`src/rtl/ehl_fifo_wc_pkg.sv`:
```
// rtl/ehl_fifo_wc_pkg.sv - shared pointer-width helpers and Gray/binary conversion for the FIFO controllers
package ehl_fifo_wc_pkg;

  localparam int GRAY_MAX_W = 32;

  function automatic int full_awidth(input int depth, input int cnt);
    return $clog2(depth * cnt);
  endfunction

  function automatic int lsb_width(input int cnt);
    return $clog2(cnt);
  endfunction

  function automatic int incr_of(input int rc_cnt);
    return (rc_cnt > 1) ? rc_cnt : 1;
  endfunction

  function automatic logic [GRAY_MAX_W-1:0] bin2gray(input logic [GRAY_MAX_W-1:0] b);
    return b ^ (b >> 1);
  endfunction

  function automatic logic [GRAY_MAX_W-1:0] gray2bin(input logic [GRAY_MAX_W-1:0] g);
    logic [GRAY_MAX_W-1:0] b;
    b = g;
    for (int i = GRAY_MAX_W - 2; i >= 0; i--) begin
      b[i] = b[i+1] ^ g[i];
    end
    return b;
  endfunction

endpackage

```
`src/rtl/ehl_fifo_wc_sync.sv`:
```
// rtl/ehl_fifo_wc_sync.sv - vector synchronizer with configurable depth; zero stages is a bypass
module ehl_sync_vec #(
  parameter int WIDTH  = 3,
  parameter int STAGES = 2
) (
  input  logic             clk,
  input  logic             rst,
  input  logic [WIDTH-1:0] d,
  output logic [WIDTH-1:0] q
);

  generate
    if (STAGES == 0) begin : g_bypass
      logic unused_bypass;
      assign unused_bypass = clk ^ rst;
      assign q = d;
    end else begin : g_sync
      logic [WIDTH-1:0] stage_q [STAGES];

      always_ff @(posedge clk or posedge rst) begin
        if (rst) begin
          for (int i = 0; i < STAGES; i++) stage_q[i] <= '0;
        end else begin
          stage_q[0] <= d;
          for (int i = 1; i < STAGES; i++) stage_q[i] <= stage_q[i-1];
        end
      end

      assign q = stage_q[STAGES-1];
    end
  endgenerate

endmodule

```
`src/rtl/ehl_gray2bin.sv`:
```
// rtl/ehl_gray2bin.sv - combinational Gray-to-binary converter
module ehl_gray2bin
  import ehl_fifo_wc_pkg::*;
#(
  parameter int WIDTH = 3
) (
  input  logic [WIDTH-1:0] gray,
  output logic [WIDTH-1:0] bin
);

  assign bin = WIDTH'(gray2bin(GRAY_MAX_W'(gray)));

endmodule

```
`src/rtl/ehl_gray_cnt.sv`:
```
// rtl/ehl_gray_cnt.sv - Gray counter whose output comes straight from a flop
module ehl_gray_cnt
  import ehl_fifo_wc_pkg::*;
#(
  parameter int WIDTH = 3
) (
  input  logic             clk,
  input  logic             rst,
  input  logic             en,
  output logic [WIDTH-1:0] gray
);

  logic [WIDTH-1:0] bin_q;
  logic [WIDTH-1:0] bin_nxt;

  assign bin_nxt = bin_q + WIDTH'(1);

  // Gray value is precomputed from the next binary so the output carries no glitchy logic.
  always_ff @(posedge clk or posedge rst) begin
    if (rst) begin
      bin_q <= '0;
      gray  <= '0;
    end else if (en) begin
      bin_q <= bin_nxt;
      gray  <= WIDTH'(bin2gray(GRAY_MAX_W'(bin_nxt)));
    end
  end

endmodule

```
`src/rtl/ehl_fifo_wc.sv`:
```
// rtl/ehl_fifo_wc.sv - write-side controller of the dual-clock FIFO: pointers, bank enables, level flags
module ehl_fifo_wc
  import ehl_fifo_wc_pkg::*;
#(
  parameter int FIFO_ADR_WIDTH = 2,
  parameter int FIFO_CNT       = 1,
  parameter int CS_WIDTH       = 1,
  parameter int WC_CNT         = 1,
  parameter int RC_CNT         = 1,
  parameter int FIFO_DEPTH     = 4,
  parameter int SYNC_STAGES    = 2
) (
  input  logic                                      wclk,
  input  logic                                      reset,
  input  logic                                      wr,
  input  logic                                      clr_of,
  input  logic [FIFO_ADR_WIDTH:0]                   rptr_gray,
  output logic [FIFO_ADR_WIDTH:0]                   wptr_gray,
  output logic [(FIFO_DEPTH==1 ? 1 : FIFO_ADR_WIDTH)-1:0] waddr,
  output logic [FIFO_CNT-1:0]                       we,
  output logic [CS_WIDTH-1:0]                       cs_cnt,
  output logic                                      w_full,
  output logic                                      w_empty,
  output logic                                      w_afull,
  output logic                                      w_aempty,
  output logic                                      w_overflow
);

  localparam int FAW  = full_awidth(FIFO_DEPTH, FIFO_CNT);
  localparam int LSB  = lsb_width(FIFO_CNT);
  localparam int INCR = incr_of(RC_CNT);
  localparam int GW   = FIFO_ADR_WIDTH + 1;
  localparam bit ONE_HOT = (FIFO_CNT > 1) && (FIFO_CNT == WC_CNT);

  localparam logic [FAW:0] CAP_V    = (FAW+1)'(FIFO_DEPTH * FIFO_CNT);
  localparam logic [FAW:0] INCR_V   = (FAW+1)'(INCR);
  localparam logic [FAW:0] AFULL_V  = (FAW+1)'(FIFO_DEPTH * FIFO_CNT - INCR);

  logic [FAW:0]          waddr_bin;
  logic [FAW:0]          occ;
  logic [GW-1:0]         rptr_sync;
  logic [GW-1:0]         rptr_bin;
  logic [FIFO_CNT-1:0]   bankmask;
  logic                  acc;

  // Writes are blocked during reset so we is quiet even while wr is still asserted.
  assign acc = wr & ~w_full & ~reset;
  assign we  = acc ? bankmask : '0;

  generate
    if (FIFO_CNT == 1) begin : g_single
      assign bankmask = '1;
      assign cs_cnt   = '0;
    end else begin : g_banked
      logic [LSB-1:0] bank_sel;
      assign bank_sel = waddr_bin[LSB-1:0];
      assign bankmask = ONE_HOT ? (FIFO_CNT'(1) << bank_sel) : '1;
      assign cs_cnt   = CS_WIDTH'(bank_sel);
    end

    if (FIFO_DEPTH == 1) begin : g_one_row
      assign waddr = '0;
    end else begin : g_rows
      assign waddr = waddr_bin[LSB +: FIFO_ADR_WIDTH];
    end
  endgenerate

  always_ff @(posedge wclk or posedge reset) begin
    if (reset) begin
      waddr_bin <= '0;
    end else if (acc) begin
      waddr_bin <= waddr_bin + INCR_V;
    end
  end

  // The published pointer counts rows, so it only advances once the last bank is written.
  ehl_gray_cnt #(.WIDTH(GW)) u_wptr (
    .clk  (wclk),
    .rst  (reset),
    .en   (acc & bankmask[FIFO_CNT-1]),
    .gray (wptr_gray)
  );

  ehl_sync_vec #(.WIDTH(GW), .STAGES(SYNC_STAGES)) u_rptr_sync (
    .clk (wclk),
    .rst (reset),
    .d   (rptr_gray),
    .q   (rptr_sync)
  );

  ehl_gray2bin #(.WIDTH(GW)) u_rptr_bin (
    .gray (rptr_sync),
    .bin  (rptr_bin)
  );

  assign occ      = waddr_bin - ((FAW+1)'(rptr_bin) << LSB);
  assign w_full   = (occ == CAP_V);
  assign w_afull  = (occ == AFULL_V);
  assign w_empty  = (occ == '0);
  assign w_aempty = (occ == INCR_V);

  always_ff @(posedge wclk or posedge reset) begin
    if (reset) begin
      w_overflow <= 1'b0;
    end else if (clr_of) begin
      w_overflow <= 1'b0;
    end else if (wr && w_full) begin
      w_overflow <= 1'b1;
    end
  end

`ifndef SYNTHESIS
  always @(posedge wclk) begin
    if (!reset && wr && w_full) $display("Error: '%m' FIFO overflow at %0t", $time);
  end
`endif

endmodule
```
`config.mk`:
```
export PLATFORM = sky130hd
export DESIGN_NAME = ehl_fifo_wc
export DESIGN_NICKNAME = d
export VERILOG_FILES = /design/src/rtl/ehl_fifo_wc_pkg.sv /design/src/rtl/ehl_fifo_wc_sync.sv /design/src/rtl/ehl_gray2bin.sv /design/src/rtl/ehl_gray_cnt.sv /design/src/rtl/ehl_fifo_wc.sv
export SDC_FILE = /design/constraint.sdc
export NUM_CORES = 1
export LEC_CHECK = 0
export CAP_MARGIN = 20
export CORE_MARGIN = 2
export CORE_UTILIZATION = 46
export CTS_CLUSTER_DIAMETER = 120
export CTS_CLUSTER_SIZE = 10
export DETAILED_ROUTE_END_ITERATION = 7
export PLACE_DENSITY = 0.76
export RECOVER_POWER = 50
export SLEW_MARGIN = 10
export SYNTH_ARGS = -nofsm -noshare
export SYNTH_HDL_FRONTEND = slang
export SYNTH_SLANG_ARGS = --single-unit
```
`constraint.sdc`:
```
create_clock -name wclk -period 3.5 [get_ports wclk]
set_clock_uncertainty 0.05 [all_clocks]
set_input_delay 0.35 -clock wclk [delete_from_list [all_inputs] [get_ports wclk]]
set_output_delay 0.35 -clock wclk [all_outputs]
set_load 0.005 [all_outputs]
```
# Word level (Yosys, flattened, before mapping)
# Index checks and enable logic that the tools add are counted.
[classes]
n_addsub = 3
eq_ne = 3
bitwise = 7
reduce_logical = 3
mux = 3
[op_table]
columns = ["cell", "n"]
rows = [
  ["3-bit by 1-bit adder with 3-bit output, second input constant", 2],
  ["3-bit by 1-bit equality test with 1-bit output, second input constant", 1],
  ["3-bit by 2-bit equality test with 1-bit output, second input constant", 1],
  ["3-bit equality test, second input constant", 1],
  ["3-bit zero test", 1],
  ["1-bit 2-to-1 mux", 3],
  ["3-bit subtractor", 1],
  ["3-bit by 2-bit bitwise XOR with 3-bit output", 1],
  ["1-bit bitwise AND", 2],
  ["1-bit inverter", 2],
  ["2-bit nonzero test", 1],
  ["1-bit bitwise XOR", 2],
  ["1-bit logical AND", 1],
]
[totals]
output_inout_bits = 12
regBits = 16
in_bits = 7
wordCells = 25

# Logic depth before layout (Yosys ltp)
[depth]
depth_word = 8
ltp_mapped = 8
ltp_nobuf = 8

# Modules after synthesis
# From an unflattened synthesis, not the netlist that was laid out.
[unflattened]
hier_cells = 61
hier_area_um2 = 780.7
[modules_own_cells]
columns = ["module", "seq_area_each_um2", "cells_each", "instances", "area_per_inst_um2"]
rows = [
  ["ehl_fifo_wc", 100.1, 32, 1, 324.1],
  ["ehl_gray_cnt", 125.1, 16, 1, 240.2],
  ["ehl_sync_vec", 150.1, 10, 1, 176.4],
  ["ehl_gray2bin", 0.0, 3, 1, 40.0],
]

# Worst setup path before layout
# Ideal clock, no wire load.
[synth_path]
kind = "reg-to-reg"
startpoint = "register u_rptr_sync.g_sync.stage_q, in the netlist u_rptr_sync.q[2]"
endpoint = "register u_wptr.bin_q[1]"
period_less_slack_ns = 2.441
n_path_buf = 0
setup_time_ns = 0.125
required_ns = 3.325
stages_incl_launch_ff = 9
path_slack_ns = 1.059
t_arrival_ns = 2.266
cell_sequence = "dfrtp_1 > xnor2_1 > xnor2_1 > ha_1 > inv_1 > fa_1 > xnor3_2 > a21oi_4 > mux2_2"
[synth_via]
elab_chain_len = 7
[synth_rtl]
columns = ["item", "line_no", "text"]
rows = [
  ["from (decl)", "ehl_fifo_wc_sync.sv:18", "logic [WIDTH-1:0] stage_q [STAGES];"],
  ["1-bit bitwise XOR (2 in series)", "ehl_fifo_wc_pkg.sv:26", "b[i] = b[i+1] ^ g[i];"],
  ["3-bit subtractor *", "ehl_fifo_wc.sv:96", "assign occ = waddr_bin - ((FAW+1)'(rptr_bin) << LSB);"],
  ["3-bit equality test *", "ehl_fifo_wc.sv:97", "assign w_full = (occ == CAP_V);"],
  ["1-bit inverter *", "ehl_fifo_wc.sv:47", "assign acc = wr & ~w_full & ~reset;"],
  ["1-bit bitwise AND * (2 in series)", "ehl_fifo_wc.sv:47", ""],
  ["to (signal assigned)", "ehl_gray_cnt.sv:24", "bin_q <= bin_nxt;"],
  ["to (decl)", "ehl_gray_cnt.sv:13", "logic [WIDTH-1:0] bin_q;"],
]
# Mark *: on every way between the ends. The rest lies on a longest branch, timed or not.
# A chain may end at the register's enable or synchronous reset.

# Worst setup path in the final report
[layout_path]
startpoint = "register u_rptr_sync.g_sync.stage_q, in the netlist u_rptr_sync.q[2]"
endpoint = "output we"
[layout_via]
elab_chain_len = 8
[layout_rtl]
columns = ["item", "line_no", "text"]
rows = [
  ["1-bit bitwise XOR (2 in series)", "ehl_fifo_wc_pkg.sv:26", ""],
  ["3-bit subtractor *", "ehl_fifo_wc.sv:96", ""],
  ["3-bit equality test *", "ehl_fifo_wc.sv:97", ""],
  ["1-bit inverter *", "ehl_fifo_wc.sv:47", ""],
  ["1-bit bitwise AND * (2 in series)", "ehl_fifo_wc.sv:47", ""],
  ["1-bit 2-to-1 mux *", "ehl_fifo_wc.sv:48", "assign we = acc ? bankmask : '0;"],
  ["to (decl)", "ehl_fifo_wc.sv:20", "output logic [FIFO_CNT-1:0] we,"],
]
# Marks and branches as above.

==> impl_metrics.env <==
export IMPL_end_kind="output pin"
export IMPL_fin_tns_setup_ns=0
export IMPL_drt_wl_total_mm=1.05
export IMPL_fillers=124
export IMPL_gr_total_overflow=0
export IMPL_switchingPower_w=0.000277
export IMPL_cellLeakagePower_nw=0.406
export IMPL_combPwrFrac_pct=55.4
export IMPL_yosys_cell_types_count=20
export IMPL_clockRootBuffer="clkbuf_4"
export IMPL_synth_compound_area_share_pct=5.24
export IMPL_pre_cts_ws_ns=0.471
export IMPL_setup_violations_final=0
export IMPL_final_layout_size_suffix_gt1_share_pct=19.4
export IMPL_rsz0062_at_grt="false"
export IMPL_crit_slowest_cell="clkdlybuf4s50_1"
export IMPL_power_internal_w=0.000557
export IMPL_slew_viol_final=0
export IMPL_cts_buffers=3
export IMPL_synth_xor_area_share_pct=14.3
export IMPL_final_cell_mix="dfrtp_1, clkdlybuf4s50_1, inv_1, xnor2_1"
export IMPL_holdBufCountCts=0
export IMPL_ys_seq_area_share_pct=52.4
export IMPL_synth_adder_area_share_pct=8.04
export IMPL_muxShareOfSynthArea_pct=6.29
export IMPL_vias_per_cell=4.83
export IMPL_io_buffers=17
export IMPL_pwr_share_seq_pct=33.0
export IMPL_post_route_drc_count=0
export IMPL_area_growth_pct=28.3
export IMPL_clk_latency_ns=0.28
export IMPL_antenna_found_initial=0
export IMPL_max_clock_freq_mhz=310
export IMPL_synthCells=54
export IMPL_antenna_cells=0
export IMPL_gp_congestion=0.653
export IMPL_yosysTopAreaCell="dfrtp_1"
export IMPL_antenna_left=0
export IMPL_synth_simple_area_share_pct=6.29
export IMPL_utilization_pct=61.7
export IMPL_start_kind="flip-flop"
export IMPL_max_slew_margin_rel_pct=63.4
export IMPL_drt_pass1_iterations=2
export IMPL_placed_area_um2=883
export IMPL_clkPwrFrac_pct=11.6
export IMPL_cpPeakStageDelay_ns=0.56
export IMPL_drv_cap=0
export IMPL_crit_buf_inv=2
export IMPL_crit_type="reg2out"
export IMPL_grt_max_degree=16
export IMPL_layout_cells_most_common="dfrtp_1"
export IMPL_hpwl_um=797
export IMPL_synth_top_area_share_pct=52.4
export IMPL_power_w=0.000833
export IMPL_cts_tree="yes"
export IMPL_floorplan_initialDensity_pct=48.1
export IMPL_synth_nets=65
export IMPL_crit_arrival_ns=2.83
export IMPL_synth_area_leaders="dfrtp_1, xnor2_1, mux2_2"
export IMPL_fin_crit_ns=3.23
export IMPL_wl_per_cell_um=12.0
export IMPL_worst_pin_slew_ns=0.548
export IMPL_p_sw_share_pct=33.2
export IMPL_clk_pin_slew_ns=0.08
export IMPL_power_density_mw_per_mm2=907
export IMPL_ys_ff_latch=15
export IMPL_clock_sinks=15
export IMPL_nets=84
export IMPL_hold_class="reg2reg"
export IMPL_ctsLongestPathBuffers=2
export IMPL_cp_max_fo=8
export IMPL_grt_pass1_vias=413
export IMPL_globalRouteTotalUtil_pct=13.9
export IMPL_hold_viol=0
export IMPL_cp_cell_sequence="xnor2_2 -> xnor2_1 -> ha_1 -> inv_1 -> fa_1 -> xnor3_2 -> a21oi_4 -> clkdlybuf4s50_1"
export IMPL_drt_iter0_markers=1
export IMPL_netlist_area_um2=716
export IMPL_coreArea_mm2=0.00149
export IMPL_worst_slack_ns=0.270
export IMPL_final_area_um2=918
export IMPL_synth_area_per_cell_um2=13.3
export IMPL_yosysWarningCount=0
export IMPL_status="finished clean"
export IMPL_period_share_pct=92.3
export IMPL_cp_data_required_time_ns=3.10
export IMPL_synth_top_family_by_area="XOR/XNOR gates"
export IMPL_crit_family="XOR/XNOR gates"
export IMPL_die_y_um=43.4
export IMPL_grt_pass1_wl_mm=1.79
export IMPL_vias=425
export IMPL_ir_worst_vdd_mv=0.536
export IMPL_core_rowCount=14
export IMPL_die_x_um=43.4
export IMPL_ios=19
export IMPL_die_area_mm2=0.00189
export IMPL_h_tree_depth=1
[path summary, 6_finish.rpt]
path                                          startpoint                to  slack, ns  cells past startpoint
min                        u_rptr_sync.g_sync.stage_q[3]  u_rptr_sync.q[0]       0.31                      0
max                                     u_rptr_sync.q[2]                we       0.27                      8
min in group asynchronous                          reset        w_overflow       0.51                      2
min reg2reg                u_rptr_sync.g_sync.stage_q[3]  u_rptr_sync.q[0]       0.31                      0
max in group asynchronous                          reset  u_rptr_sync.q[2]       2.52                      2
max reg2reg                             u_rptr_sync.q[2]    u_wptr.gray[1]       0.97                      8
[cell usage after synthesis, drive strengths merged]
| cell type | number |
|---|---|
| and2 | 1 |
| mux2 | 4 |
| nor2b | 1 |
| nand2b | 1 |
| nor3 | 1 |
| xnor2 | 6 |
| ha | 3 |
| a21oi | 1 |
| a31oi | 1 |
| nor2 | 1 |
| xnor3 | 1 |
| xor2 | 3 |
| conb | 1 |
| inv | 5 |
| a211oi | 2 |
| nor3b | 1 |
| fa | 1 |
| dfrtp | 15 |
| buf | 4 |
| and2b | 1 |
[sequential cells by signal (all words and copies together), names as in the netlist]
signal	flops
u_rptr_sync.g_sync.stage_q	3
u_wptr.gray	2
waddr_bin	3
w_overflow	1
u_rptr_sync.q	3
u_wptr.bin_q	3
[worst register-to-register path, cell delays in order, from the launching register on]
cell	delay, ns
dfrtp_1	0.43
xnor2_2	0.22
xnor2_1	0.15
ha_1	0.16
inv_1	0.05
fa_1	0.36
xnor3_2	0.32
a21oi_4	0.31
mux2_2	0.38
[power groups by stage]
stage	Combinational (W)	Sequential [W]	Clock [W]
after floorplan	0.000308	0.000270	0
after global placement	0.000461	0.000277	0
after detailed placement	0.000468	0.000279	0
after CTS	0.000471	0.000275	0.000100
after global routing	0.000513	0.000283	0.000108
final	0.000462	0.000275	0.0000965
[layer usage]
metal  wire [µm]  vias to the layer above  share of wire, %  GRT usage [%]
met1         478                      206                45           18.6
met3          39                        2               3.7           3.75
met2         516                        9                49           18.2
met4          18                        0               1.7           12.7
li1            -                      208                 -              -
met5           0                        -                 0              0
[final cells by class]
type | instances | area (µm²) | share of cell area [%]
Tap cell | 16 | 20.0 | 2.18
Inverter | 5 | 18.8 | 2.04
Clock inverter | 1 | 5.00 | 0.545
Sequential cell | 15 | 375 | 40.9
Multi-Input combinational cell | 30 | 299 | 32.6
Clock buffer | 3 | 22.5 | 2.45
Timing Repair Buffer | 18 | 178 | 19.3
[what timing repair did]
| item | CTS | global route |
|---|---|---|
| setup endpoints to repair | 0 | 1 |
| resized for setup | 0 | 1 |
| setup buffers | 0 | 0 |
[kinds of logic (layout without fill, tap and decap cells)]
kind of cell / count (synthesis) / after routing
flops: 15 / 15
mux: 4 / 4
other cells: 1 / 1
compound gates: 4 / 4
simple gates: 7 / 7
fa+ha+maj: 4 / 4
xor+xnor: 10 / 10
buf+inv: 9 / 27
[stage by stage]
step	cells	hold WS (ns)
floorplan	54	0.201
global placement	84	0.282
detailed placement	84	0.294
CTS	88	0.315
global route	88	0.320
finish	88	0.309
Note: power is estimated with default switching activity, not from simulation.
